**config.mk**
```make
export PLATFORM = sky130hd
export DESIGN_NAME = core_debug_responder
export DESIGN_NICKNAME = d
export VERILOG_FILES = /design/src/rtl/core_debug_pkg.sv /design/src/rtl/core_debug_responder_target_check.sv /design/src/rtl/core_debug_responder.sv
export SDC_FILE = /design/constraint.sdc
export NUM_CORES = 1
export LEC_CHECK = 0
export ABC_AREA = 0
export BUFFER_PORTS_ARGS = -buffer_cell sky130_fd_sc_hd__clkbuf_2
export CAP_MARGIN = 0
export CORE_ASPECT_RATIO = 1.25
export CORE_MARGIN = 1
export CORE_UTILIZATION = 35
export CTS_CLUSTER_DIAMETER = 80
export DETAILED_ROUTE_END_ITERATION = 7
export GPL_ROUTABILITY_DRIVEN = 0
export HOLD_SLACK_MARGIN = 0.05
export PLACE_DENSITY = 0.71
export SYNTH_ARGS = -nofsm -noshare
export SYNTH_HDL_FRONTEND = slang
export SYNTH_HIERARCHICAL = 1
export SYNTH_SLANG_ARGS = --single-unit
export TNS_END_PERCENT = 1
```
**constraint.sdc**
```tcl
create_clock -name iCLOCK -period 2.1 [get_ports iCLOCK]
set_clock_uncertainty 0.05 [all_clocks]
set_input_delay 0.105 -clock iCLOCK [delete_from_list [all_inputs] [get_ports iCLOCK]]
set_output_delay 0.105 -clock iCLOCK [all_outputs]
set_load 0.05 [all_outputs]
```
**src/rtl/core_debug_pkg.sv**
```systemverilog
// -----------------------------------------------------------------------------
// core_debug_pkg
// Shared definitions for the core debug link, used by both the debugger side
// and the responder: command codes, register target map, responder FSM state
// encoding and small decode helpers.
// -----------------------------------------------------------------------------
package core_debug_pkg;

   // Debugger command codes
   localparam logic [3:0] CMD_READ_REG   = 4'h0;
   localparam logic [3:0] CMD_WRITE_REG  = 4'h1;
   localparam logic [3:0] CMD_GO         = 4'h8;
   localparam logic [3:0] CMD_INTGO      = 4'h9;
   localparam logic [3:0] CMD_SINGLESTEP = 4'hA;
   localparam logic [3:0] CMD_STOP       = 4'hF;

   // Register target map: GR0-31, system registers, previous-context registers
   localparam logic [7:0] TGT_GR_LAST    = 8'd31;
   localparam logic [7:0] TGT_SYS_FIRST  = 8'd64;
   localparam logic [7:0] TGT_SYS_LAST   = 8'd78;
   localparam logic [7:0] TGT_PREV_FIRST = 8'd128;
   localparam logic [7:0] TGT_PREV_LAST  = 8'd132;
   // CPU identification register is read-only
   localparam logic [7:0] TGT_CPUIDR     = 8'd64;

   // Responder FSM states
   typedef enum logic [2:0] {
      ST_IDLE      = 3'd0,
      ST_DECODE    = 3'd1,
      ST_STOP_WAIT = 3'd2,
      ST_REG_WAIT  = 3'd3,
      ST_STEP_WAIT = 3'd4,
      ST_RESP      = 3'd5
   } dbg_state_t;

   // True for any of the six defined command codes
   function automatic logic cmd_is_defined(input logic [3:0] cmd);
      logic r;
      case (cmd)
         CMD_READ_REG, CMD_WRITE_REG, CMD_GO,
         CMD_INTGO, CMD_SINGLESTEP, CMD_STOP: r = 1'b1;
         default:                             r = 1'b0;
      endcase
      return r;
   endfunction

   // Commands that touch the register file
   function automatic logic cmd_is_reg_access(input logic [3:0] cmd);
      return (cmd == CMD_READ_REG) || (cmd == CMD_WRITE_REG);
   endfunction

   // Every defined command except STOP requires the core to be halted
   function automatic logic cmd_needs_stopped(input logic [3:0] cmd);
      return cmd_is_defined(cmd) && (cmd != CMD_STOP);
   endfunction

   // True when the target number names an implemented register
   function automatic logic target_in_map(input logic [7:0] tgt);
      return (tgt <= TGT_GR_LAST) ||
             ((tgt >= TGT_SYS_FIRST)  && (tgt <= TGT_SYS_LAST)) ||
             ((tgt >= TGT_PREV_FIRST) && (tgt <= TGT_PREV_LAST));
   endfunction

endpackage

```
**src/rtl/core_debug_responder_target_check.sv**
```systemverilog
// -----------------------------------------------------------------------------
// core_debug_target_check
// Combinational legality check of a register target for a debug command.
// Non-register commands carry no meaningful target and are always legal.
//
// Ports
//   i_cmd     [3:0]  command code
//   i_target  [7:0]  register target number
//   o_legal          1 = target acceptable for this command
// -----------------------------------------------------------------------------
module core_debug_target_check
   import core_debug_pkg::*;
(
   input  logic [3:0] i_cmd,
   input  logic [7:0] i_target,
   output logic       o_legal
);

   logic w_is_reg;
   logic w_in_map;
   logic w_write_protected;

   always_comb begin
      w_is_reg          = cmd_is_reg_access(i_cmd);
      w_in_map          = target_in_map(i_target);
      w_write_protected = (i_cmd == CMD_WRITE_REG) && (i_target == TGT_CPUIDR);
      o_legal           = !w_is_reg || (w_in_map && !w_write_protected);
   end

endmodule

```
**src/rtl/core_debug_responder.sv**
```systemverilog
// -----------------------------------------------------------------------------
// core_debug_responder
// Executes debugger commands against the core: register reads/writes through
// the register-file port, halt, resume (with or without interrupts) and
// single-step. Every accepted command ends in exactly one VALID pulse.
//
// Command handshake: the responder samples iDEBUG_CMD_REQ on a rising edge only
// while oDEBUG_CMD_BUSY=0 (IDLE); that edge accepts and latches
// COMMAND/TARGET/DATA. BUSY stays high until the single-cycle
// oDEBUG_CMD_VALID pulse (with ERROR/DATA) has been presented; the debugger
// cannot stall the response. REQ seen while BUSY=1 is ignored.
//
// Ports
//   iCLOCK, inRESET              clock, asynchronous active-low reset
//   iDEBUG_CMD_*/oDEBUG_CMD_*    debugger command / response
//   oCORE_STOP_REQ, iCORE_STOPPED halt request level / core halted level
//   oCORE_GO, oCORE_GO_INT       resume pulse, interrupt-enable qualifier
//   oCORE_STEP, iCORE_STEP_DONE  single-step pulse / completion pulse
//   oREG_*/iREG_*                register-file access port (RW=1 write)
//   oDEBUG_STATE                 current FSM state, for observation
// -----------------------------------------------------------------------------
module core_debug_responder
   import core_debug_pkg::*;
#(
   parameter int unsigned P_TIMEOUT = 255
)(
   input  logic        iCLOCK,
   input  logic        inRESET,
   input  logic        iDEBUG_CMD_REQ,
   output logic        oDEBUG_CMD_BUSY,
   input  logic [3:0]  iDEBUG_CMD_COMMAND,
   input  logic [7:0]  iDEBUG_CMD_TARGET,
   input  logic [31:0] iDEBUG_CMD_DATA,
   output logic        oDEBUG_CMD_VALID,
   output logic        oDEBUG_CMD_ERROR,
   output logic [31:0] oDEBUG_CMD_DATA,
   output logic        oCORE_STOP_REQ,
   input  logic        iCORE_STOPPED,
   output logic        oCORE_GO,
   output logic        oCORE_GO_INT,
   output logic        oCORE_STEP,
   input  logic        iCORE_STEP_DONE,
   output logic        oREG_REQ,
   output logic        oREG_RW,
   output logic [7:0]  oREG_TARGET,
   output logic [31:0] oREG_WDATA,
   input  logic        iREG_VALID,
   input  logic [31:0] iREG_RDATA,
   output dbg_state_t  oDEBUG_STATE
);

   // Counter value during the last permitted wait cycle (counter is 0 in the
   // first wait cycle, so P_TIMEOUT wait cycles are allowed in total).
   localparam logic [7:0] LP_LAST_WAIT = 8'(P_TIMEOUT - 1);

   dbg_state_t  r_state;
   dbg_state_t  w_next_state;

   logic [7:0]  r_cnt;
   logic [3:0]  r_cmd;
   logic [7:0]  r_target;
   logic [31:0] r_wdata;
   logic        r_err;
   logic [31:0] r_resp_data;

   logic        w_accept;
   logic        w_tgt_legal;
   logic        w_decode_err;
   logic        w_in_wait;
   logic        w_timeout;
   logic        w_resp_err;
   logic        w_capture;
   logic        w_go;
   logic        w_step;

   core_debug_target_check u_target_check (
      .i_cmd    (r_cmd),
      .i_target (r_target),
      .o_legal  (w_tgt_legal)
   );

   assign w_accept     = (r_state == ST_IDLE) && iDEBUG_CMD_REQ;
   assign w_decode_err = !cmd_is_defined(r_cmd) || !w_tgt_legal ||
                         (cmd_needs_stopped(r_cmd) && !iCORE_STOPPED);
   assign w_in_wait    = (r_state == ST_STOP_WAIT) || (r_state == ST_REG_WAIT) ||
                         (r_state == ST_STEP_WAIT);
   assign w_timeout    = (r_cnt == LP_LAST_WAIT);

   // ---------------------------------------------------------------------
   // FSM state register
   // ---------------------------------------------------------------------
   always_ff @(posedge iCLOCK or negedge inRESET) begin
      if (!inRESET) begin
         r_state <= ST_IDLE;
      end else begin
         r_state <= w_next_state;
      end
   end

   // ---------------------------------------------------------------------
   // FSM next state and per-cycle strobes
   // ---------------------------------------------------------------------
   always_comb begin
      w_next_state = r_state;
      w_resp_err   = 1'b0;
      w_capture    = 1'b0;
      w_go         = 1'b0;
      w_step       = 1'b0;
      case (r_state)
         ST_IDLE: begin
            if (iDEBUG_CMD_REQ) begin
               w_next_state = ST_DECODE;
            end
         end
         ST_DECODE: begin
            if (w_decode_err) begin
               w_next_state = ST_RESP;
               w_resp_err   = 1'b1;
            end else begin
               case (r_cmd)
                  CMD_READ_REG, CMD_WRITE_REG: begin
                     w_next_state = ST_REG_WAIT;
                  end
                  CMD_GO, CMD_INTGO: begin
                     w_next_state = ST_RESP;
                     w_go         = 1'b1;
                  end
                  CMD_SINGLESTEP: begin
                     w_next_state = ST_STEP_WAIT;
                     w_step       = 1'b1;
                  end
                  CMD_STOP: begin
                     w_next_state = iCORE_STOPPED ? ST_RESP : ST_STOP_WAIT;
                  end
                  default: begin
                     w_next_state = ST_RESP;
                     w_resp_err   = 1'b1;
                  end
               endcase
            end
         end
         // In every wait state completion is tested before the timeout, so a
         // completion in the last permitted cycle still succeeds.
         ST_STOP_WAIT: begin
            if (iCORE_STOPPED) begin
               w_next_state = ST_RESP;
            end else if (w_timeout) begin
               w_next_state = ST_RESP;
               w_resp_err   = 1'b1;
            end
         end
         ST_REG_WAIT: begin
            if (iREG_VALID) begin
               w_next_state = ST_RESP;
               w_capture    = (r_cmd == CMD_READ_REG);
            end else if (w_timeout) begin
               w_next_state = ST_RESP;
               w_resp_err   = 1'b1;
            end
         end
         ST_STEP_WAIT: begin
            if (iCORE_STEP_DONE) begin
               w_next_state = ST_RESP;
            end else if (w_timeout) begin
               w_next_state = ST_RESP;
               w_resp_err   = 1'b1;
            end
         end
         ST_RESP: begin
            w_next_state = ST_IDLE;
         end
         default: begin
            w_next_state = ST_IDLE;
         end
      endcase
   end

   // ---------------------------------------------------------------------
   // Command latches, response registers and wait counter
   // ---------------------------------------------------------------------
   always_ff @(posedge iCLOCK or negedge inRESET) begin
      if (!inRESET) begin
         r_cnt       <= '0;
         r_cmd       <= '0;
         r_target    <= '0;
         r_wdata     <= '0;
         r_err       <= 1'b0;
         r_resp_data <= '0;
      end else begin
         if (w_accept) begin
            r_cmd       <= iDEBUG_CMD_COMMAND;
            r_target    <= iDEBUG_CMD_TARGET;
            r_wdata     <= iDEBUG_CMD_DATA;
            r_err       <= 1'b0;
            r_resp_data <= '0;
         end
         if (w_resp_err) begin
            r_err <= 1'b1;
         end
         if (w_capture) begin
            r_resp_data <= iREG_RDATA;
         end
         // Outside the wait states the counter sits at zero, so it is already
         // cleared on entry to whichever wait state DECODE selects.
         if (w_in_wait) begin
            r_cnt <= r_cnt + 8'd1;
         end else begin
            r_cnt <= '0;
         end
      end
   end

   // ---------------------------------------------------------------------
   // Outputs: decoded from state so reset clears them immediately
   // ---------------------------------------------------------------------
   always_comb begin
      oDEBUG_CMD_BUSY  = (r_state != ST_IDLE);
      oDEBUG_CMD_VALID = (r_state == ST_RESP);
      oDEBUG_CMD_ERROR = (r_state == ST_RESP) && r_err;
      oDEBUG_CMD_DATA  = (r_state == ST_RESP) ? r_resp_data : '0;
      oCORE_STOP_REQ   = (r_state == ST_STOP_WAIT);
      oCORE_GO         = w_go;
      oCORE_GO_INT     = w_go && (r_cmd == CMD_INTGO);
      oCORE_STEP       = w_step;
      oREG_REQ         = (r_state == ST_REG_WAIT);
      oREG_RW          = (r_state == ST_REG_WAIT) && (r_cmd == CMD_WRITE_REG);
      oREG_TARGET      = (r_state == ST_REG_WAIT) ? r_target : '0;
      oREG_WDATA       = (r_state == ST_REG_WAIT) ? r_wdata  : '0;
      oDEBUG_STATE     = r_state;
   end

endmodule

```
# After elaboration in Yosys (flattened, before gate mapping)
# Index checks and enable logic that the tools add are counted.
dict set report classes {
  reduce_logical 31
  add_sub_neg 1
  n_mux 33
  n_eq_ne 14
  n_lt_le_gt_ge 5
}
# operator count
set ops {}
lappend ops {{$mux W32} 4}
lappend ops {{$mux W3} 7}
lappend ops {{$mux W1} 17}
lappend ops {{$eq A4 B4 Y1 const B} 4}
lappend ops {{$mux W8} 2}
lappend ops {{$pmux W3 S5} 1}
lappend ops {{$logic_and A1 B1 Y1} 10}
lappend ops {{$pmux W3 S3} 1}
lappend ops {{$add A8 B1 Y8 const B} 1}
lappend ops {{$eq A8 B7 Y1 const B} 1}
lappend ops {{$eq A8 B8 Y1 const B} 1}
lappend ops {{$ge A8 B7 Y1 const B} 1}
lappend ops {{$ge A8 B8 Y1 const B} 1}
lappend ops {{$le A8 B5 Y1 const B} 1}
lappend ops {{$le A8 B7 Y1 const B} 1}
lappend ops {{$le A8 B8 Y1 const B} 1}
lappend ops {{$logic_or A1 B1 Y1} 8}
lappend ops {{$eq A3 B2 Y1 const B} 2}
lappend ops {{$eq A3 B3 Y1 const B} 2}
lappend ops {{$reduce_or A6 Y1} 1}
lappend ops {{$logic_not A1 Y1} 5}
lappend ops {{$eq A4 B1 Y1 const B} 1}
lappend ops {{$logic_not A4 Y1} 1}
lappend ops {{$ne A4 B4 Y1 const B} 1}
lappend ops {{7 further kinds} 9}
dict set report totals {
  register_bits 88
  output_inout_bits 84
  inputBits 82
}

# Logic depth before layout (Yosys ltp)
dict set report logic_depth {
  ltp_word 12
  mapped_depth 8
  ltp_nobuf 7
}

# Cells and area by module
# The synthesis kept the hierarchy.
# mod cells_each area_per_inst_um2 n_inst seq_area_each_um2
set modules_own_cells {}
lappend modules_own_cells {core_debug_responder 402 4222.8 1 2202.1}
lappend modules_own_cells {core_debug_target_check 11 72.6 1 0.0}

# Worst setup path after synthesis
# No wires, ideal clock.
dict set report synth_timing {
  path_type {register -> output}
  from {register r_state[2] (netlist: oDEBUG_STATE[2])}
  to {output oDEBUG_CMD_DATA[22]}
  arrival_time_ps 2312
  path_stages_with_launch 6
  required_time_ps 1945
  path_slack_ps -367
  path_cell_list {dfrtp_1 buf_4 inv_1 nor3b_2 clkbuf_1 and2_1}
}
dict set report synth_via {
  elab_chain_len 2
}
# element line
set synth_rtl {}
lappend synth_rtl {{start, declared} core_debug_responder.sv:56} ;# dbg_state_t r_state;
lappend synth_rtl {{start signal, assigned} core_debug_responder.sv:96} ;# r_state <= w_next_state;
lappend synth_rtl {{$eq A3 B3 Y1} -}
lappend synth_rtl {{net oDEBUG_CMD_VALID} core_debug_responder.sv:34} ;# output logic oDEBUG_CMD_VALID,
lappend synth_rtl {{$mux W32} core_debug_responder.sv:220} ;# oDEBUG_CMD_DATA = (r_state == ST_RESP) ? r_resp_data : '0;
lappend synth_rtl {{end, declared} core_debug_responder.sv:36} ;# output logic [31:0] oDEBUG_CMD_DATA,
# The timed path passes the listed nets, and every way through them passes these cells.

# Worst setup path after layout
dict set report layout_timing {
  from {register r_target[5]}
  to {output oCORE_GO_INT}
}
dict set report layout_via {
  elab_chain_len 12
}
# element line
set layout_rtl {}
lappend layout_rtl {{start, declared} core_debug_responder.sv:61} ;# logic [7:0] r_target;
lappend layout_rtl {{start signal, assigned} core_debug_responder.sv:192} ;# r_target <= iDEBUG_CMD_TARGET;
lappend layout_rtl {{$ge A8 B7 Y1 or $le A8 B7 Y1 (tied branches)} core_debug_pkg.sv:60} ;# ((tgt >= TGT_SYS_FIRST) && (tgt <= TGT_SYS_LAST)) ||
lappend layout_rtl {{$logic_and A1 B1 Y1} core_debug_pkg.sv:60}
lappend layout_rtl {{$logic_or A1 B1 Y1} core_debug_pkg.sv:59} ;# return (tgt <= TGT_GR_LAST) ||
lappend layout_rtl {{$logic_or A1 B1 Y1} core_debug_pkg.sv:60}
lappend layout_rtl {{$logic_and A1 B1 Y1 (*)} core_debug_responder_target_check.sv:27} ;# o_legal = !w_is_reg || (w_in_map && !w_write_protected);
lappend layout_rtl {{$logic_or A1 B1 Y1 (*)} core_debug_responder_target_check.sv:27}
lappend layout_rtl {{net w_tgt_legal} core_debug_responder.sv:67} ;# logic w_tgt_legal;
lappend layout_rtl {{$logic_not A1 Y1 (*)} core_debug_responder.sv:83} ;# assign w_decode_err = !cmd_is_defined(r_cmd) || !w_tgt_legal ||
lappend layout_rtl {{$logic_or A1 B1 Y1 (*) (2 in series)} core_debug_responder.sv:83}
lappend layout_rtl {{$mux W1 (*)} core_debug_responder.sv:116} ;# if (w_decode_err) begin
lappend layout_rtl {{$mux W1 (*)} core_debug_responder.sv:109} ;# case (r_state)
lappend layout_rtl {{$logic_and A1 B1 Y1 (*)} core_debug_responder.sv:223} ;# oCORE_GO_INT = w_go && (r_cmd == CMD_INTGO);
lappend layout_rtl {{end, declared} core_debug_responder.sv:40} ;# output logic oCORE_GO_INT,
# The timed path passes the listed nets; every way through them passes the cells marked *.

==> metrics <==
outcome=finished with violations; failing checks=setup timing; CP Max Fanout=4; reg-to-reg setup timing slack=0.08 ns; worst-margin pin slew=0.5758 ns; Synth cell types=41; register area share after synthesis=0.5127; port bufs=165; Cell Area, Synth=0.004295 mm²; Post-Synthesis Mean Instance Area=10.40 µm²; Clk pin slew, worst setup/hold paths=0.06 ns; most frequent cells in the layout=152 x clkbuf_2, 87 x dfrtp_1, 78 x dlygate4sd3_1; final hold vios=0; die span in y=125.9 µm; vias in the first global route=approximately 3900; top_reg_cell synth=dfrtp_1; Leak=around 3.4 nW; Row Count=44; Peak supply drop=593.0 µV; # setup viols final=3; RSZ-0062 raised after global routing=yes; CTS tree=done; Synth Net Count=497; clock latency on the worst-skew pair=0.33 ns; Via density=roughly 4.8; first-pass GRT wire length=18490 µm; cells after synthesis=413; diode count=0; Arrival @ worst endpoint=2.29 ns; Routed WL=11250 µm; Async SR Flop Fraction=1.000; CTS Sinks=88; Core Area=0.01178 mm²; pwr dens=~950 mW/mm²; remaining global-route overflow=0; setup TNS=-1.003 ns; Setup crit start kind=flop; DRC=0; Routed wire per std cell=13.71 µm; DR iter-0 viols=139; Rel. slew slack=0.6162; Post-synth EDFFs=0; Critical Path RT=1.95 ns; Tmin final=between 2 and 2.5 ns; area delta synth->final=54.76%; First-pass DRT Iterations=6; fmax=approximately 400 MHz; Worst setup EP type=primary output; CTS Buffer Depth=2; H-tree levels=3; Area contributors post-synth=dfrtp_1 51%, mux2_1 12%, and2_1 11%, nand2_1 5.9%, nand3_1 4.4%; flops & latches, synth=88; Hold WC Path Type=input port to flop; Final #Nets=around 740; total power=approximately 0.0063 W; Max Slew Vio Count=0; setup bufs post-CTS=0; fill cell count=993; die width=101.1 µm; post-synth top area cell=dfrtp_1; vias=just under 4000; CTS root buf=clkbuf_16; Routed Antenna Nets=0; post-DP HPWL=7376 µm; Die Area=0.01272 mm²; Setup CP Type=flop to primary output; number of max-cap violations=0; Initial Utilization=0.3646; IO Pins=166; Num CTS Buffers=9; slack of the critical path=-0.3405 ns; Final period util=1.162; largest net degree at the start of global routing=54; initial antenna violation count=0; share of cells above drive strength 1=0.3111; Yosys warnings=6; gr usage total=0.1831; leading cell type in the layout, fill and taps excluded=clkbuf_2; share of the synthesized area in the top cell type=0.5127
routing by layer:
layer | global-route usage | vias to the layer above | wire length, µm
met5 | 0 | - | 0
met2 | 0.3281 | 137 | 5934
met3 | 0.03940 | 18 | 630
li1 | - | 1873 | -
met4 | 0.06735 | 0 | 196
met1 | 0.2110 | 1885 | 4484
final cells by class:
type	count	area (µm²)	area share
flip-flops and latches	88	2203	0.3315
multi-input cells	294	1959	0.2947
repair buffers	257	1936	0.2912
clock buffers	11	252.7	0.03802
well taps	161	201.4	0.03030
clock inverters	4	76.32	0.01148
inverters	5	18.77	0.002823
power breakdown:
| group | internal [W] | total [W] | switching (W) |
|---|---|---|---|
| clock | 0.00110 | 0.00175 | 0.000642 |
| sequential | 0.00219 | 0.00260 | 0.000407 |
| combinational | 0.000930 | 0.00194 | 0.00101 |
worst max-delay path, stage by stage (launching register included):
cell and delay (ns):
dfrtp_1 0.42, nor4b_2 0.30, and3_1 0.19, a21oi_1 0.04
or4_4 0.44, o31ai_4 0.09, nor4b_4 0.08, and4_1 0.23
buf_12 0.15
cells in the mapped netlist (all sizes together) (2+ instances only):
library cell  instances
a21oi                 5
nor3b                 4
nand3                38
and4b                 2
ha                    2
nor4b                 2
clkbuf               10
buf                  16
and3                  4
and3b                 2
nor2                 12
nand2b                2
and4                  4
dfrtp                88
xor2                  5
or4                   2
o21ai                 5
nand2                67
nand4                 3
and2                 73
nor3                  3
mux2                 45
inv                   5
nor4                  2
through the flow:
step	setup slack, ns	util	area (µm²)	instances	hold slack (ns)
6_report	-0.3405	0.5643	6648	820	0.1376
5_1_grt	-0.4179	0.5643	6648	820	0.1487
4_1_cts	-0.3663	0.5627	6629	820	0.1317
3_5_place_dp	-0.06274	0.4680	5514	727	0.04689
3_3_place_gp	-0.02758	0.4680	5514	727	0.03975
2_1_floorplan	-0.09957	-	4298	413	-0.2406
repair_timing:
action / 4_1_cts / 5_1_grt
resized for setup: 2 / 3
setup endpoints to repair: 35 / 32
hold buffers: 78 / 0
pin swaps: 2 / 0
endpoints found under the hold margin: 112 / 0
worst paths after layout:
path,end,startpoint,cells after the start
setup reg to reg,oDEBUG_STATE[0]$_DFFE_PN0P_,r_target[5]$_DFFE_PN0P_,8
max in group asynchronous,oDEBUG_STATE[2]$_DFFE_PN0P_,inRESET,3
min in group asynchronous,r_resp_data[0]$_DFFE_PN0P_,inRESET,2
setup / recovery,oCORE_GO_INT,r_target[5]$_DFFE_PN0P_,8
hold reg to reg,r_wdata[5]$_DFFE_PN0P_,r_wdata[5]$_DFFE_PN0P_,1
hold / removal,oDEBUG_STATE[0]$_DFFE_PN0P_,iDEBUG_CMD_REQ,4
state kept, by name (all words and copies together) (netlist names):
signal,flops
r_wdata,32
r_resp_data,32
r_cnt,8
r_err,1
oDEBUG_STATE,3
r_cmd,4
r_target,8
kinds of logic after synthesis:
group           synth area share
compound gates           0.03204
flops                     0.5127
mux                       0.1180
xor+xnor                 0.01223
simple gates              0.2820
fa+ha+maj               0.005825
buf+inv                  0.03728
Power figures use the tool's default switching activity.
